`src/rtl/reg_pkg.sv`:
```
// Shared types and helpers for the register-bank read port.
package reg_pkg;

    typedef enum logic {
        IDLE  = 1'b0,
        BURST = 1'b1
    } rd_state_t;

    // Index width for a bank of n registers; never narrower than one bit.
    function automatic int REG_ADDR_W(input int n);
        return (n > 1) ? $clog2(n) : 1;
    endfunction

endpackage

```
`src/rtl/reg_slice_mux.sv`:
```
// Combinational selector: picks one register slice from the flat bank bus
// and flags indices that fall outside the bank.
module reg_slice_mux
    import reg_pkg::*;
#(
    parameter int DATA_WIDTH = 8,
    parameter int NUM_REG    = 6,
    parameter int ADDR_WIDTH = REG_ADDR_W(NUM_REG)
) (
    input  logic [NUM_REG*DATA_WIDTH-1:0] reg_data,
    input  logic [ADDR_WIDTH-1:0]         idx,
    output logic [DATA_WIDTH-1:0]         data,
    output logic                          err
);

    // Loop compare keeps out-of-range indices from ever addressing past the bus.
    always_comb begin
        data = '0;
        err  = 1'b1;
        for (int k = 0; k < NUM_REG; k++) begin
            if (32'(idx) == k) begin
                data = reg_data[k*DATA_WIDTH +: DATA_WIDTH];
                err  = 1'b0;
            end
        end
    end

endmodule

```
`src/rtl/reg_read_port.sv`:
```
// Valid/ready read port over a flat register bank: single reads and bursts
// that stream consecutive registers up to the top of the bank.
module reg_read_port
    import reg_pkg::*;
#(
    parameter  int DATA_WIDTH = 8,
    parameter  int NUM_REG    = 6,
    localparam int ADDR_WIDTH = REG_ADDR_W(NUM_REG)
) (
    input  logic                          clk,
    input  logic                          rst_n,
    input  logic [NUM_REG*DATA_WIDTH-1:0] i_reg_data,
    input  logic                          i_req_valid,
    output logic                          o_req_ready,
    input  logic [ADDR_WIDTH-1:0]         i_req_addr,
    input  logic                          i_req_burst,
    output logic                          o_rsp_valid,
    input  logic                          i_rsp_ready,
    output logic [DATA_WIDTH-1:0]         o_rsp_data,
    output logic [ADDR_WIDTH-1:0]         o_rsp_addr,
    output logic                          o_rsp_err,
    output logic                          o_rsp_last,
    output logic                          o_busy
);

    localparam logic [ADDR_WIDTH-1:0] LAST_IDX = ADDR_WIDTH'(NUM_REG - 1);

    rd_state_t               state, state_nxt;
    logic [ADDR_WIDTH-1:0]   cnt, cnt_nxt;
    logic [DATA_WIDTH-1:0]   req_data, cnt_data;
    logic                    req_err, cnt_err;
    logic                    advance, accept, load;
    logic [DATA_WIDTH-1:0]   ld_data;
    logic [ADDR_WIDTH-1:0]   ld_addr;
    logic                    ld_err, ld_last;

    reg_slice_mux #(.DATA_WIDTH(DATA_WIDTH), .NUM_REG(NUM_REG), .ADDR_WIDTH(ADDR_WIDTH)) u_req_mux (
        .reg_data (i_reg_data),
        .idx      (i_req_addr),
        .data     (req_data),
        .err      (req_err)
    );

    reg_slice_mux #(.DATA_WIDTH(DATA_WIDTH), .NUM_REG(NUM_REG), .ADDR_WIDTH(ADDR_WIDTH)) u_cnt_mux (
        .reg_data (i_reg_data),
        .idx      (cnt),
        .data     (cnt_data),
        .err      (cnt_err)
    );

    // The response register can take a new beat when empty or being drained.
    assign advance     = !o_rsp_valid || i_rsp_ready;
    assign o_req_ready = (state == IDLE) && advance;
    assign accept      = i_req_valid && o_req_ready;
    assign o_busy      = (state == BURST);

    // NOTE: every output of this block is assigned a default first, so no path leaves a latch.
    always_comb begin
        state_nxt = state;
        cnt_nxt   = cnt;
        load      = 1'b0;
        ld_data   = '0;
        ld_addr   = '0;
        ld_err    = 1'b0;
        ld_last   = 1'b0;
        case (state)
            IDLE: begin
                if (accept) begin
                    load    = 1'b1;
                    ld_addr = i_req_addr;
                    ld_last = 1'b1;
                    if (req_err) begin
                        ld_err = 1'b1;
                    end else begin
                        ld_data = req_data;
                        if (i_req_burst) begin
                            cnt_nxt = i_req_addr + ADDR_WIDTH'(1);
                            if (i_req_addr != LAST_IDX) begin
                                ld_last   = 1'b0;
                                state_nxt = BURST;
                            end
                        end
                    end
                end
            end
            BURST: begin
                if (advance) begin
                    load    = 1'b1;
                    ld_addr = cnt;
                    ld_data = cnt_data;
                    ld_err  = cnt_err;
                    ld_last = (cnt == LAST_IDX);
                    cnt_nxt = cnt + ADDR_WIDTH'(1);
                    if (cnt == LAST_IDX) state_nxt = IDLE;
                end
            end
        endcase
    end

    // NOTE: state is updated with non-blocking assignments so every register samples pre-edge values.
    always_ff @(posedge clk or negedge rst_n) begin
        if (!rst_n) begin
            state       <= IDLE;
            cnt         <= '0;
            o_rsp_valid <= 1'b0;
            o_rsp_data  <= '0;
            o_rsp_addr  <= '0;
            o_rsp_err   <= 1'b0;
            o_rsp_last  <= 1'b0;
        end else begin
            state <= state_nxt;
            cnt   <= cnt_nxt;
            if (load) begin
                o_rsp_valid <= 1'b1;
                o_rsp_data  <= ld_data;
                o_rsp_addr  <= ld_addr;
                o_rsp_err   <= ld_err;
                o_rsp_last  <= ld_last;
            end else if (i_rsp_ready) begin
                o_rsp_valid <= 1'b0;
            end
        end
    end

endmodule

```
`config.mk`:
```
export PLATFORM = sky130hd
export DESIGN_NAME = reg_read_port
export DESIGN_NICKNAME = d
export VERILOG_FILES = /design/src/rtl/reg_pkg.sv /design/src/rtl/reg_slice_mux.sv /design/src/rtl/reg_read_port.sv
export SDC_FILE = /design/constraint.sdc
export NUM_CORES = 1
export LEC_CHECK = 0
export ABC_CLOCK_PERIOD_IN_PS = 1900
export CAP_MARGIN = 20
export CORE_MARGIN = 2
export CORE_UTILIZATION = 45
export DETAILED_ROUTE_END_ITERATION = 16
export PLACE_DENSITY = 0.91
export SLEW_MARGIN = 5
export SYNTH_ARGS = -nofsm -noshare
export SYNTH_HDL_FRONTEND = slang
export SYNTH_HIERARCHICAL = 1
export SYNTH_SLANG_ARGS = --single-unit
```
`constraint.sdc`:
```
create_clock -name clk -period 1.9 [get_ports clk]
set_input_delay 0.38 -clock clk [delete_from_list [all_inputs] [get_ports clk]]
set_output_delay 0.38 -clock clk [all_outputs]
set_load 0.03 [all_outputs]
```
* Word-level counts from Yosys, hierarchy flattened
Index checks and enable logic that the tools add are counted.
Storage, ports and cells: output and inout port bits 16, register bits after elaboration 18, word-level logic and storage cells 91, input port bits 56
Cells by class: muxes and demuxes 58, add/subtract/negate cells 2, equality and inequality tests 15, bitwise logic cells 1, reduce and logical (&&, ||, !) cells 8
Operator list (count):
- two-way mux 8 bit | 15
- two-way mux 1 bit | 30
- two-way mux 3 bit | 6
- case mux 8 bit (2 select lines) | 1
- equality test 3 x 2 -> 1 bit (second input constant) | 4
- equality test 3 bit (second input constant) | 4
- case mux 3 bit (2 select lines) | 2
- case mux 1 bit (2 select lines) | 4
- adder 3 x 1 -> 3 bit (second input constant) | 2
- equality test 3 x 1 -> 1 bit (second input constant) | 2
- zero test 3 bit | 2
- inequality test 2 bit (second input constant) | 3
- AND reduction 4 bit | 1
- inequality test 3 bit (second input constant) | 1
- logical AND 1 bit | 2
- inequality test 2 x 1 -> 1 bit (second input constant) | 1
- nonzero test 2 bit | 1
- zero test 1 bit | 1
- logical OR 1 bit | 1
- inverter 1 bit | 1

* Depth between registers and ports, before layout
Gate-level depths: netlist (run 1).
depth in word-level cells 10, mapped depth 9, depth with buffers taken out 6

* By module
Netlist (run 1), hierarchy kept.
By module, submodules not included:
- reg_read_port | seq. area each 450.4 µm², area an instance 1019.7 µm², cells each 101, times used 1
- reg_slice_mux | seq. area each 0.0 µm², area an instance 464.2 µm², cells each 48, times used 2

* Least setup slack after synthesis (run 1)
Ideal clock, no wire load.
path type reg-to-reg, start reg state, in the netlist o_busy, end reg cnt[2], data arrival time 1.842 ns, stages on the path, launching flop included 9, setup time 0.141 ns, slack -0.082 ns, buffers on the path 3, clock period less this slack 1.982 ns, path through dfrtp_1 buf_2 buf_2 buf_2 o21ai_0 ha_1 or2_2 o21ai_0 a221oi_1
On the way: longest elaborated chain between the ends 5
Ends and longest elaborated chain:
- start: declaration | line reg_read_port.sv:28 | rd_state_t state, state_nxt;
- start signal: assignment | line reg_read_port.sv:111 | state <= state_nxt;
- inverter 1 bit
- logical AND 1 bit | line reg_read_port.sv:53 | assign o_req_ready = (state == IDLE) && advance;
- logical AND 1 bit | line reg_read_port.sv:54 | assign accept = i_req_valid && o_req_ready;
- inequality test 2 bit (no line)
- AND reduction 4 bit (no line)
- end signal: assignment | line reg_read_port.sv:112 | cnt <= cnt_nxt;
- end: declaration | line reg_read_port.sv:29 | logic [ADDR_WIDTH-1:0] cnt, cnt_nxt;
Several ways; a longest one is shown, not always the timed one. A chain may end at the register's enable or synchronous reset.

* Final worst setup path (run 1)
start in i_req_addr[0], end reg o_rsp_data[2]
On the way: longest elaborated chain between the ends 10
Ends and longest elaborated chain:
- start: declaration | line reg_read_port.sv:15 | input logic [ADDR_WIDTH-1:0] i_req_addr,
- zero test 3 bit | line reg_slice_mux.sv:21 | if (32'(idx) == k) begin
- two-way mux 8 bit (5 in a row) | line reg_slice_mux.sv:21
- two-way mux 8 bit (*) | line reg_slice_mux.sv:21
- via req_data[2] | line reg_read_port.sv:30 | logic [DATA_WIDTH-1:0] req_data, cnt_data;
- two-way mux 8 bit (*) | line reg_read_port.sv:72 | if (req_err) begin
- two-way mux 8 bit (*) | line reg_read_port.sv:68 | if (accept) begin
- case mux 8 bit (2 select lines) (*) | line reg_read_port.sv:66 | case (state)
- end signal: assignment | line reg_read_port.sv:115 | o_rsp_data <= ld_data;
- end: declaration | line reg_read_port.sv:19 | output logic [DATA_WIDTH-1:0] o_rsp_data,
Mark *: on every way through the listed nets, which the timed path passes. The rest lies on a longest branch.

==> run summary, run 1 <==
The total power per unit cell area came out at 1200 mW/mm^2. In this run, synthesis inferred 0 flip-flops with an integrated enable. The cell total after placement was 326; the ratio of routed vias to standard cells was 6.17. Summed over all cells, the static leakage comes to 1.28 nW. The run gives 0.00409 mm^2 as the core outline area. The run gives 6.20 mm as the total wire length after detailed routing. The largest area contributor in the netlist was sky130_fd_sc_hd__mux2i_1. In the synthesized netlist the dominant register cell turns out to be sky130_fd_sc_hd__dfrtp_1. The relative max-transition margin came out at 0.699. The total overflow reported by the global router is 0. After synthesis the cells add up to 0.00195 mm^2. The run gives 0.253 as the global router's overall resource usage.

The floorplan step defined a die boundary enclosing 0.00487 mm^2. For the setup slack on the worst flop-to-flop path, the log shows 0.18 ns. The commonest cells after synthesis are sky130_fd_sc_hd__mux2i_1, sky130_fd_sc_hd__dfrtp_1, sky130_fd_sc_hd__o21a_1. Yosys printed 6 warnings. The run gives 0 as the final-report max-slew violation count. The floorplan die height was 69.8 um; the part of the cycle the worst path needs was 0.964. After layout, the design draws a total of 3.43 mW.

The final route contains 2035 vias. Setup repair after global routing left no endpoint under its margin. The number of H-tree levels was 1.

The cell at the slowest stage of the critical path was sky130_fd_sc_hd__clkdlybuf4s50_1. The pin count of the biggest net entering global routing is 29. Traced cell by cell, the critical path runs through clkdlybuf4s50_1 -> buf_4 -> mux2i_1 -> o21a_1 -> a221oi_1 -> a221o_1. The clock root buffer master is sky130_fd_sc_hd__clkbuf_8.

Detailed placement finished with a half-perimeter wire length of 4.64 mm. Across the run, the number of max-cap violations was 0. The final antenna-violating net count is 0, and the worst ir drop on vdd is 0.722 mV.

Count of TritonRoute iterations in the first routing pass: 4. The proportion of register bits with asynchronous set or reset after synthesis is 1.00. Setup violations remaining at the end of the flow were counted as 0. The worst reg-to-reg path cell count was 5; the peak clock frequency supported by timing was 0.546 GHz. The number of antenna violations at the first check in global routing came out at 0.

Yosys attributes the largest share of cell area to sky130_fd_sc_hd__mux2i_1, sky130_fd_sc_hd__dfrtp_1, sky130_fd_sc_hd__a221oi_2. The worst path needs 1.83 ns of the cycle, external delays included. The proportion of synthesized chip area in sequential cells came out at 0.231. At the pin with the least slew margin, the transition time is 0.452 ns. Across the routed clock network, the largest skew measured is 0.000611 ns. Pin placement for this block handled 72 I/O pins. The clock buffer count from CTS was 3; the number of library cell types mapped by synthesis was 46. For the cell count after synthesis, the log shows 197. When the netlist entered floorplanning its net count stood at 254. The floorplan step set the die width to 69.8 um. Share of the synthesized area in the top cell type: 0.247.

In this run the critical register-to-register path is launched from cnt[1]$_DFFE_PN0P_. The critical path starts at i_req_addr[0]. The number of buffers inserted by hold repair at cts was 0. The run finished with clean final reports.

For the via count of the first global-routing pass, the log shows 2124. Each instance of the synthesized netlist takes up on average 9.89 um^2. For this design, the sink count on the clock tree is 18. The final weighted congestion in routability-driven placement was 0.858; the total of buffers placed on input and output ports was 71. The end of the critical path is o_rsp_data[2]$_DFFE_PN0P_. For the post-layout net count, the log shows 338. Among all cell types in the netlist, the one instantiated most often is sky130_fd_sc_hd__mux2i_1. In this run, the number of DRC markers left after iteration 0 of detailed routing was 116. Compared with the post-synthesis result, the final layout area differs by 46.3%. The post-synthesis register bit count was 18; the maximum buffer depth of the clock tree was 2.

Clock-pin slew on the worst setup and hold paths: 0.08 ns. After detailed routing, the average wire length per cell comes to 18.8 um. The biggest fanout along the worst timing path works out to 14.

The peak per-stage delay on the critical path works out to 0.54 ns. The layout cell share with drive strength beyond 1 was 0.186. The worst hold path class was input port to asynchronous set/reset pin.

The first global-routing pass estimated 10.2 mm of wire. The worst setup path is of the input port to flop kind. For the worst setup path, the data arrival time is 2.03 ns. The initial cell density of the core was 0.477; the total number of placement rows was 23. Final hold violation count: 0.

The startpoint type of the worst setup path was an input port. The tools report the non-filler instance count after layout as 330. At the worst endpoint, the required time is 2.10 ns.

The number of design rule violations left after detail routing was 0. The worst flop-to-flop path endpoint is o_rsp_data[4]$_DFFE_PN0P_. The tools report the kind of end point of the critical path as a flop. The number of antenna diodes in the final layout is 0. TritonCTS built the clock tree. The worst-skew pair later-pin latency was 0.26 ns.
[worst min path at each step]
stage                                      to  slack (ns)  depth (start not counted)
global placement    o_rsp_data[5]$_DFFE_PN0P_        0.50                          1
global route               cnt[2]$_DFFE_PN0P_        0.48                          2
CTS                 o_rsp_data[2]$_DFFE_PN0P_        0.46                          2
floorplan                  cnt[0]$_DFFE_PN0P_        0.08                          0
finish              o_rsp_addr[0]$_DFFE_PN0P_        0.45                          2
detailed placement  o_rsp_data[5]$_DFFE_PN0P_        0.50                          1
[layer usage]
metal,routed length (um),vias up,GRT usage
li1,-,943,-
met1,2450,980,0.309
met2,3190,98,0.453
met3,450,14,0.0509
met4,112,0,0.0577
met5,0,-,0
[placed cells by master (no fill, tap or decap), types with 4 or more instances in the layout]
cell / n
sky130_fd_sc_hd__and3_1: 8
sky130_fd_sc_hd__a221oi_2: 8
sky130_fd_sc_hd__buf_4: 25
sky130_fd_sc_hd__mux2i_1: 48
sky130_fd_sc_hd__inv_1: 6
sky130_fd_sc_hd__clkdlybuf4s50_1: 69
sky130_fd_sc_hd__o21a_1: 16
sky130_fd_sc_hd__nor2_1: 5
sky130_fd_sc_hd__nand2_1: 8
sky130_fd_sc_hd__a221o_1: 8
sky130_fd_sc_hd__clkbuf_8: 4
sky130_fd_sc_hd__a221oi_1: 9
sky130_fd_sc_hd__dfrtp_1: 17
sky130_fd_sc_hd__o21ai_0: 7
[worst max-delay path, delay by kind of cell]
family                 cells  cell delay [ns]
buffers and inverters      2             0.83
AO/OA/AOI/OAI              3             0.70
multiplexers               1             0.11
[logic make-up after synthesis]
group / Yosys count / synth area share
compound gates: 61 / 0.277
mux: 49 / 0.252
simple gates: 43 / 0.141
buf+inv: 24 / 0.0880
flops: 18 / 0.231
xor+xnor: 1 / 0.00450
fa+ha+maj: 1 / 0.00642
[where the power goes]
group | internal, mW | total [mW] | leakage [nW] | switching [mW]
combinational | 1.13 | 2.34 | 1.04 | 1.21
sequential | 0.560 | 0.760 | 0.216 | 0.200
clock | 0.185 | 0.331 | 0.0288 | 0.147
[metrics by stage]
step / hold slack [ns] / setup WS [ns] / util / cell area [um^2] / setup TNS (ns)
after global placement: 0.502 / -0.110 / 0.683 / 2790 / -0.756
after CTS: 0.457 / 0.00982 / 0.697 / 2850 / 0
after detailed placement: 0.501 / -0.174 / 0.683 / 2790 / -1.31
final: 0.446 / 0.0693 / 0.697 / 2850 / 0
after global routing: 0.484 / 0.0208 / 0.697 / 2850 / 0
after floorplan: 0.0844 / 0.00304 / - / 1950 / 0
[flip-flops by register name, indices dropped and copies added, names as in the netlist]
signal,count
cnt,3
o_rsp_err,1
o_rsp_data,8
o_rsp_last,1
o_rsp_addr,3
o_rsp_valid,1
o_busy,1
[timing repair]
item / 4_1_cts / 5_1_grt
setup endpoints to repair: 0 / 1
resized for setup: 0 / 1
setup buffers: 0 / 0
[area by class of cell]
class	instances	area [um^2]
clock buffers	4	55.1
fillers	320	1240
inverters	6	22.5
multi-input cells	155	1330
flip-flops and latches	18	452
well taps	50	62.6
repair buffers	97	931
Power figures use the tool's default switching activity.
==> run 2, diff against run 1 <==
Settings changed: SKIP_CTS_REPAIR_TIMING from default to 1.
==> results of run 2 <==
Final layout, timing and power as in run 1 (identical DEF).
